$ cat src/rtl/aqua_rx_comandos.sv
// Aqua station serial command receiver: 8N1 UART deserialiser plus
// "#<c>\n" command parser producing one-cycle control pulses.
module aqua_rx_comandos #(
    parameter int CLK_FREQ = 50_000_000,
    parameter int BAUD     = 115_200
) (
    input  logic       clock,
    input  logic       reset,
    input  logic       rx,
    output logic [7:0] dado,
    output logic       dado_valido,
    output logic       erro_quadro,
    output logic       erro_comando,
    output logic       iniciar,
    output logic       abre,
    output logic       fecha,
    output logic       reinicia,
    output logic [3:0] db_estado
);

    localparam int CICLOS_BIT = CLK_FREQ / BAUD;
    localparam int MEIO_BIT   = CICLOS_BIT / 2;
    localparam int CW         = $clog2(CICLOS_BIT + 1);

    localparam logic [CW-1:0] FIM_BIT  = CW'(CICLOS_BIT - 1);
    localparam logic [CW-1:0] FIM_MEIO = CW'(MEIO_BIT - 1);

    typedef enum logic [1:0] {
        OCIOSO = 2'b00,
        START  = 2'b01,
        DADOS  = 2'b10,
        STOP   = 2'b11
    } rx_t;

    typedef enum logic [1:0] {
        ESPERA_INICIO = 2'b00,
        ESPERA_CMD    = 2'b01,
        ESPERA_FIM    = 2'b10
    } par_t;

    rx_t           rx_estado, rx_prox;
    par_t          p_estado, p_prox;
    logic          rx_m, rx_s;
    logic [1:0]    aquec;
    logic          armado;
    logic [CW-1:0] cnt;
    logic [2:0]    nbits;
    logic [7:0]    shift;
    logic          fim_cnt;
    logic          amostra_dado, amostra_stop;
    logic [3:0]    cmd, cmd_prox, oh;
    logic [3:0]    pulsos_prox;
    logic          erro_prox;

    // Two-flop synchroniser for the asynchronous serial line
    always_ff @(posedge clock or posedge reset) begin
        if (reset) begin
            rx_m <= 1'b1;
            rx_s <= 1'b1;
        end else begin
            rx_m <= rx;
            rx_s <= rx_m;
        end
    end

    // Arm start detection only once a real idle level has been seen
    always_ff @(posedge clock or posedge reset) begin
        if (reset) begin
            aquec  <= 2'd0;
            armado <= 1'b0;
        end else begin
            if (aquec != 2'd2)
                aquec <= aquec + 2'd1;
            if (amostra_stop && !rx_s)
                armado <= 1'b0;
            else if (aquec == 2'd2 && rx_s)
                armado <= 1'b1;
        end
    end

    assign fim_cnt = (rx_estado == START) ? (cnt == FIM_MEIO)
                                          : (cnt == FIM_BIT);

    // RX state register
    always_ff @(posedge clock or posedge reset) begin
        if (reset)
            rx_estado <= OCIOSO;
        else
            rx_estado <= rx_prox;
    end

    // RX next-state logic
    always_comb begin
        rx_prox = rx_estado;
        unique case (rx_estado)
            OCIOSO: if (armado && !rx_s) rx_prox = START;
            START:  if (fim_cnt) rx_prox = rx_s ? OCIOSO : DADOS;
            DADOS:  if (fim_cnt && nbits == 3'd7) rx_prox = STOP;
            STOP:   if (fim_cnt) rx_prox = OCIOSO;
        endcase
    end

    // RX sampling strobes
    always_comb begin
        amostra_dado = (rx_estado == DADOS) && fim_cnt;
        amostra_stop = (rx_estado == STOP) && fim_cnt;
    end

    // Bit timing counter, shift register and registered RX pulses
    always_ff @(posedge clock or posedge reset) begin
        if (reset) begin
            cnt         <= '0;
            nbits       <= 3'd0;
            shift       <= 8'h00;
            dado        <= 8'h00;
            dado_valido <= 1'b0;
            erro_quadro <= 1'b0;
        end else begin
            dado_valido <= 1'b0;
            erro_quadro <= 1'b0;
            if (rx_estado == OCIOSO) begin
                cnt   <= '0;
                nbits <= 3'd0;
            end else if (fim_cnt) begin
                cnt <= '0;
            end else begin
                cnt <= cnt + 1'b1;
            end
            if (amostra_dado) begin
                shift <= {rx_s, shift[7:1]};
                nbits <= nbits + 3'd1;
            end
            if (amostra_stop) begin
                if (rx_s) begin
                    dado        <= shift;
                    dado_valido <= 1'b1;
                end else begin
                    erro_quadro <= 1'b1;
                end
            end
        end
    end

    // One-hot {reinicia, fecha, abre, iniciar} for an accepted command letter
    always_comb begin
        oh = 4'b0000;
        unique case (dado)
            8'h49:   oh = 4'b0001;
            8'h41:   oh = 4'b0010;
            8'h46:   oh = 4'b0100;
            8'h52:   oh = 4'b1000;
            default: oh = 4'b0000;
        endcase
    end

    // Parser state, latched command and registered command pulses
    always_ff @(posedge clock or posedge reset) begin
        if (reset) begin
            p_estado     <= ESPERA_INICIO;
            cmd          <= 4'b0000;
            erro_comando <= 1'b0;
            {reinicia, fecha, abre, iniciar} <= 4'b0000;
        end else begin
            p_estado     <= p_prox;
            cmd          <= cmd_prox;
            erro_comando <= erro_prox;
            {reinicia, fecha, abre, iniciar} <= pulsos_prox;
        end
    end

    // Parser next-state and pulse decision on each received byte
    always_comb begin
        p_prox      = p_estado;
        cmd_prox    = cmd;
        pulsos_prox = 4'b0000;
        erro_prox   = 1'b0;
        if (erro_quadro) begin
            p_prox   = ESPERA_INICIO;
            cmd_prox = 4'b0000;
        end else if (dado_valido) begin
            unique case (p_estado)
                ESPERA_INICIO: begin
                    if (dado == 8'h23)
                        p_prox = ESPERA_CMD;
                end
                ESPERA_CMD: begin
                    if (oh != 4'b0000) begin
                        cmd_prox = oh;
                        p_prox   = ESPERA_FIM;
                    end else if (dado != 8'h23) begin
                        erro_prox = 1'b1;
                        p_prox    = ESPERA_INICIO;
                    end
                end
                ESPERA_FIM: begin
                    if (dado == 8'h0A) begin
                        pulsos_prox = cmd;
                        p_prox      = ESPERA_INICIO;
                    end else begin
                        erro_prox = 1'b1;
                        p_prox    = (dado == 8'h23) ? ESPERA_CMD
                                                    : ESPERA_INICIO;
                    end
                end
                default: p_prox = ESPERA_INICIO;
            endcase
        end
    end

    assign db_estado = {p_estado, rx_estado};

endmodule
$ cat config.mk
export PLATFORM = sky130hd
export DESIGN_NAME = aqua_rx_comandos
export DESIGN_NICKNAME = d
export VERILOG_FILES = /design/src/rtl/aqua_rx_comandos.sv
export SDC_FILE = /design/constraint.sdc
export NUM_CORES = 1
export LEC_CHECK = 0
export BUFFER_PORTS_ARGS = -buffer_cell sky130_fd_sc_hd__buf_2
export CORE_ASPECT_RATIO = 1.5
export CORE_MARGIN = 2
export CORE_UTILIZATION = 35
export CTS_BUF_LIST = sky130_fd_sc_hd__clkbuf_8
export DETAILED_ROUTE_END_ITERATION = 10
export PLACE_DENSITY = 0.56
export REMOVE_ABC_BUFFERS = 1
export SLEW_MARGIN = 20
export SYNTH_ARGS = -nofsm -noshare
export SYNTH_HDL_FRONTEND = slang
export SYNTH_SLANG_ARGS = --single-unit
$ cat constraint.sdc
create_clock -name clock -period 2.32 [get_ports clock]
set_input_delay 0.464 -clock clock [delete_from_list [all_inputs] [get_ports clock]]
set_output_delay 0.464 -clock clock [all_outputs]
set_load 0.01 [all_outputs]
==> results.yml <==
status:
  status: "completed"
detailed_routing:
  via_count: 1510
  vias_per_cell: 5.05
  drcViolationCount: 0
  drt-pass1-iter-count: 4
  routedWlPerCell_um: 13.9
  drt_iter0_markers: 101
  final_antenna_net_count: 0
  wl_mm: 4.15
logic_synthesis:
  synth_top_family_by_area: "simple AND/OR/NAND/NOR gates"
  synth-compound-area-share_pct: 7.34
  syn-cell-area_um2: 2200
  synthMuxAreaShare_pct: 11.5
  ys.flop_type: "dfrtp_1"
  syn_area_per_cell_um2: 11.7
  synth-seq-cells: 48
  async_reset_ff_share_pct: 100
  synthSimpleGateAreaFrac_pct: 15.9
  yosysUniqueCellTypes: 44
  synthXorXnorAreaFrac_pct: 3.19
  yosys_warnings: 0
  synth_enable_flop_cells: 0
  yosysSeqAreaShare_pct: 54.7
  synth_adder_area_share_pct: 4.55
  synthCells: 188
sta:
  fin_tns_setup_ns: 0
  rsz0062_at_grt: "false"
  period_minus_slack_ns: 2.15
  worst_pin_slew_ns: 0.605
  maxSlewViolCount: 0
  skew_ns: 0.0107
  setup_viol: 0
  relSlewSlack_pct: 59.7
  hold_viol: 0
  finalCritPeriodShare_pct: 92.7
  fmax_mhz: 465
place:
  portBuffers: 21
  place_congestion: 0.692
  hpwl_mm: 2.98
  dp.cells: 290
layout:
  antenna_cells: 0
  synthToLayoutAreaGrowth_pct: 17.6
  nFillCells: 595
  multi_input_area_um2: 933
  final_cells: 299
  regArea_um2: 1200
  layout.nets: 235
  drive_gt1_share_pct: 28.4
die:
  start_util_pct: 35.9
  die-area_um2: 6950
  fp.dieH_um: 101
  die_x_um: 68.7
  rows: 35
  pin_count: 22
  core_area_um2: 6130
setup_path:
  required_ns: 2.50
  path_class: "register to register"
  worst_setup_path_start_kind: "register"
  critPathMaxFanout: 8
  slowest_delay_ns: 0.45
  critPathSlowestCell: "a2111o_1"
  cp.arrival_ns: 2.33
  path_cells: "nor4b_1, nand4b_1, a2111o_1, nor3_4, buf_12, mux2_2"
  critPathCaptureType: "register"
pwr:
  p_total_mw: 1.74
  p_per_area_nw_per_um2: 673
  ir_worst_vdd_uv: 297
  total_leakage_power_nw: 1.29
min_path:
  hp-class: "input pin to register"
clocking:
  path_clk_slew_ns: 0.09
  cts_buffers: 5
  cts_max_path_buffers: 2
  cts_max_level: 2
  ctsResizeCount: 0
  cts_tree: "built"
  cts_sinks: 48
  cts-root-buf: "clkbuf_8"
  clk_latency_ns: 0.30
grt:
  grt_use_total_pct: 13.3
  grt_pass1_wl_mm: 6.98
  grt_pass1_vias: 1486
  antenna_found_initial: 0
  grt_max_degree: 49
  grt_overflow: 0
flow_run:
  maxCapViolations: 0
[what timing repair did]
item | in CTS | in global routing
endpoints found under the setup margin | 0 | 8
setup buffers | 0 | 1
hold buffers | 0 | 0
[kinds of logic after synthesis]
group / after synthesis
multiplexers: 23
flip-flops: 48
AND/OR/NAND/NOR: 64
XOR/XNOR: 8
buffers and inverters: 16
adder cells (fa/ha/maj): 8
AO/OA/AOI/OAI: 21
[through the flow]
stage / util (%) / worst slack [ns] / hold slack (ns) / cell area (um^2)
final: 42.2 / 0.169 / 0.256 / 2590
after global routing: 42.2 / 0.00352 / 0.243 / 2590
after CTS: 41.9 / 0.0318 / 0.242 / 2570
after detailed placement: 40.1 / 0.0535 / 0.348 / 2460
after global placement: 40.1 / 0.0913 / 0.345 / 2460
after floorplan: - / -0.00734 / 0.345 / 2190
[path summary, 6_finish.rpt]
| check | from | slack (ns) | cells past startpoint | end |
|---|---|---|---|---|
| setup / recovery | register | 0.17 | 6 | dado[4] |
| hold / removal | rx | 0.26 | 1 | rx_m |
| setup reg to reg | register | 0.17 | 6 | dado[4] |
| hold reg to reg | rx_m | 0.36 | 0 | rx_s |
| max in group asynchronous | reset | 1.60 | 3 | shift[1] |
| min in group asynchronous | reset | 0.30 | 3 | aquec[1] |
[final cells by class]
class / instances / share of cell area (%)
Inverter: 13 / 1.89
Tap cell: 74 / 3.58
Clock inverter: 3 / 1.50
Multi-Input combinational cell: 124 / 36.1
Timing Repair Buffer: 32 / 7.74
Clock buffer: 5 / 2.66
Sequential cell: 48 / 46.5
[worst max-delay path, delay by kind of cell (launching register included)]
family | cells | cell delay (ns)
buffers and inverters | 1 | 0.15
multiplexers | 1 | 0.32
AO/OA/AOI/OAI | 1 | 0.45
AND/OR/NAND/NOR | 3 | 0.73
flip-flops | 1 | 0.39
[state kept, by name (all words and copies together), names as in the netlist, 2 cells and up, named ones only]
signal,cells
aquec,2
cmd,4
cnt,9
p_estado,2
dado,8
nbits,3
shift,8
[metal layers]
metal	track usage, %	vias to the layer above	part of all wire, %
li1	-	732	-
met1	15.0	756	43
met2	23.7	17	53
met3	2.79	5	2.8
met4	4.98	0	1.7
met5	0	-	0
[synthesized netlist by cell type (2+ instances only)]
cell,instances,share of area [%]
ha_1,8,4.6
and2_1,4,1.1
mux2_2,18,9.2
nand2_1,9,1.5
nor2b_1,3,0.85
a21oi_1,4,0.91
buf_2,2,0.46
and3_1,2,0.57
xnor2_1,5,2.0
o22ai_1,2,0.57
mux2i_1,5,2.3
nor2_1,20,3.4
xor2_1,3,1.2
dfstp_2,2,2.4
nand3_1,7,1.6
nor3b_1,2,0.68
inv_1,13,2.2
o21ai_0,2,0.46
or3_1,2,0.57
dfrtp_1,46,52
nand4b_1,2,0.80
nor3_1,5,1.1
[cell usage in the layout (no fill, tap or decap), drive strengths merged, types with 6 or more instances in the layout]
cell type / instances
nor3: 6
nand3: 8
mux2: 18
inv: 14
dfrtp: 46
buf: 32
nor2: 20
ha: 8
nand2: 9
[power by group]
| part | switching [mW] | internal, mW |
|---|---|---|
| registers | 0.0744 | 0.898 |
| logic | 0.0909 | 0.0868 |
| clock network | 0.274 | 0.316 |
Note: power is estimated with default switching activity, not from simulation.
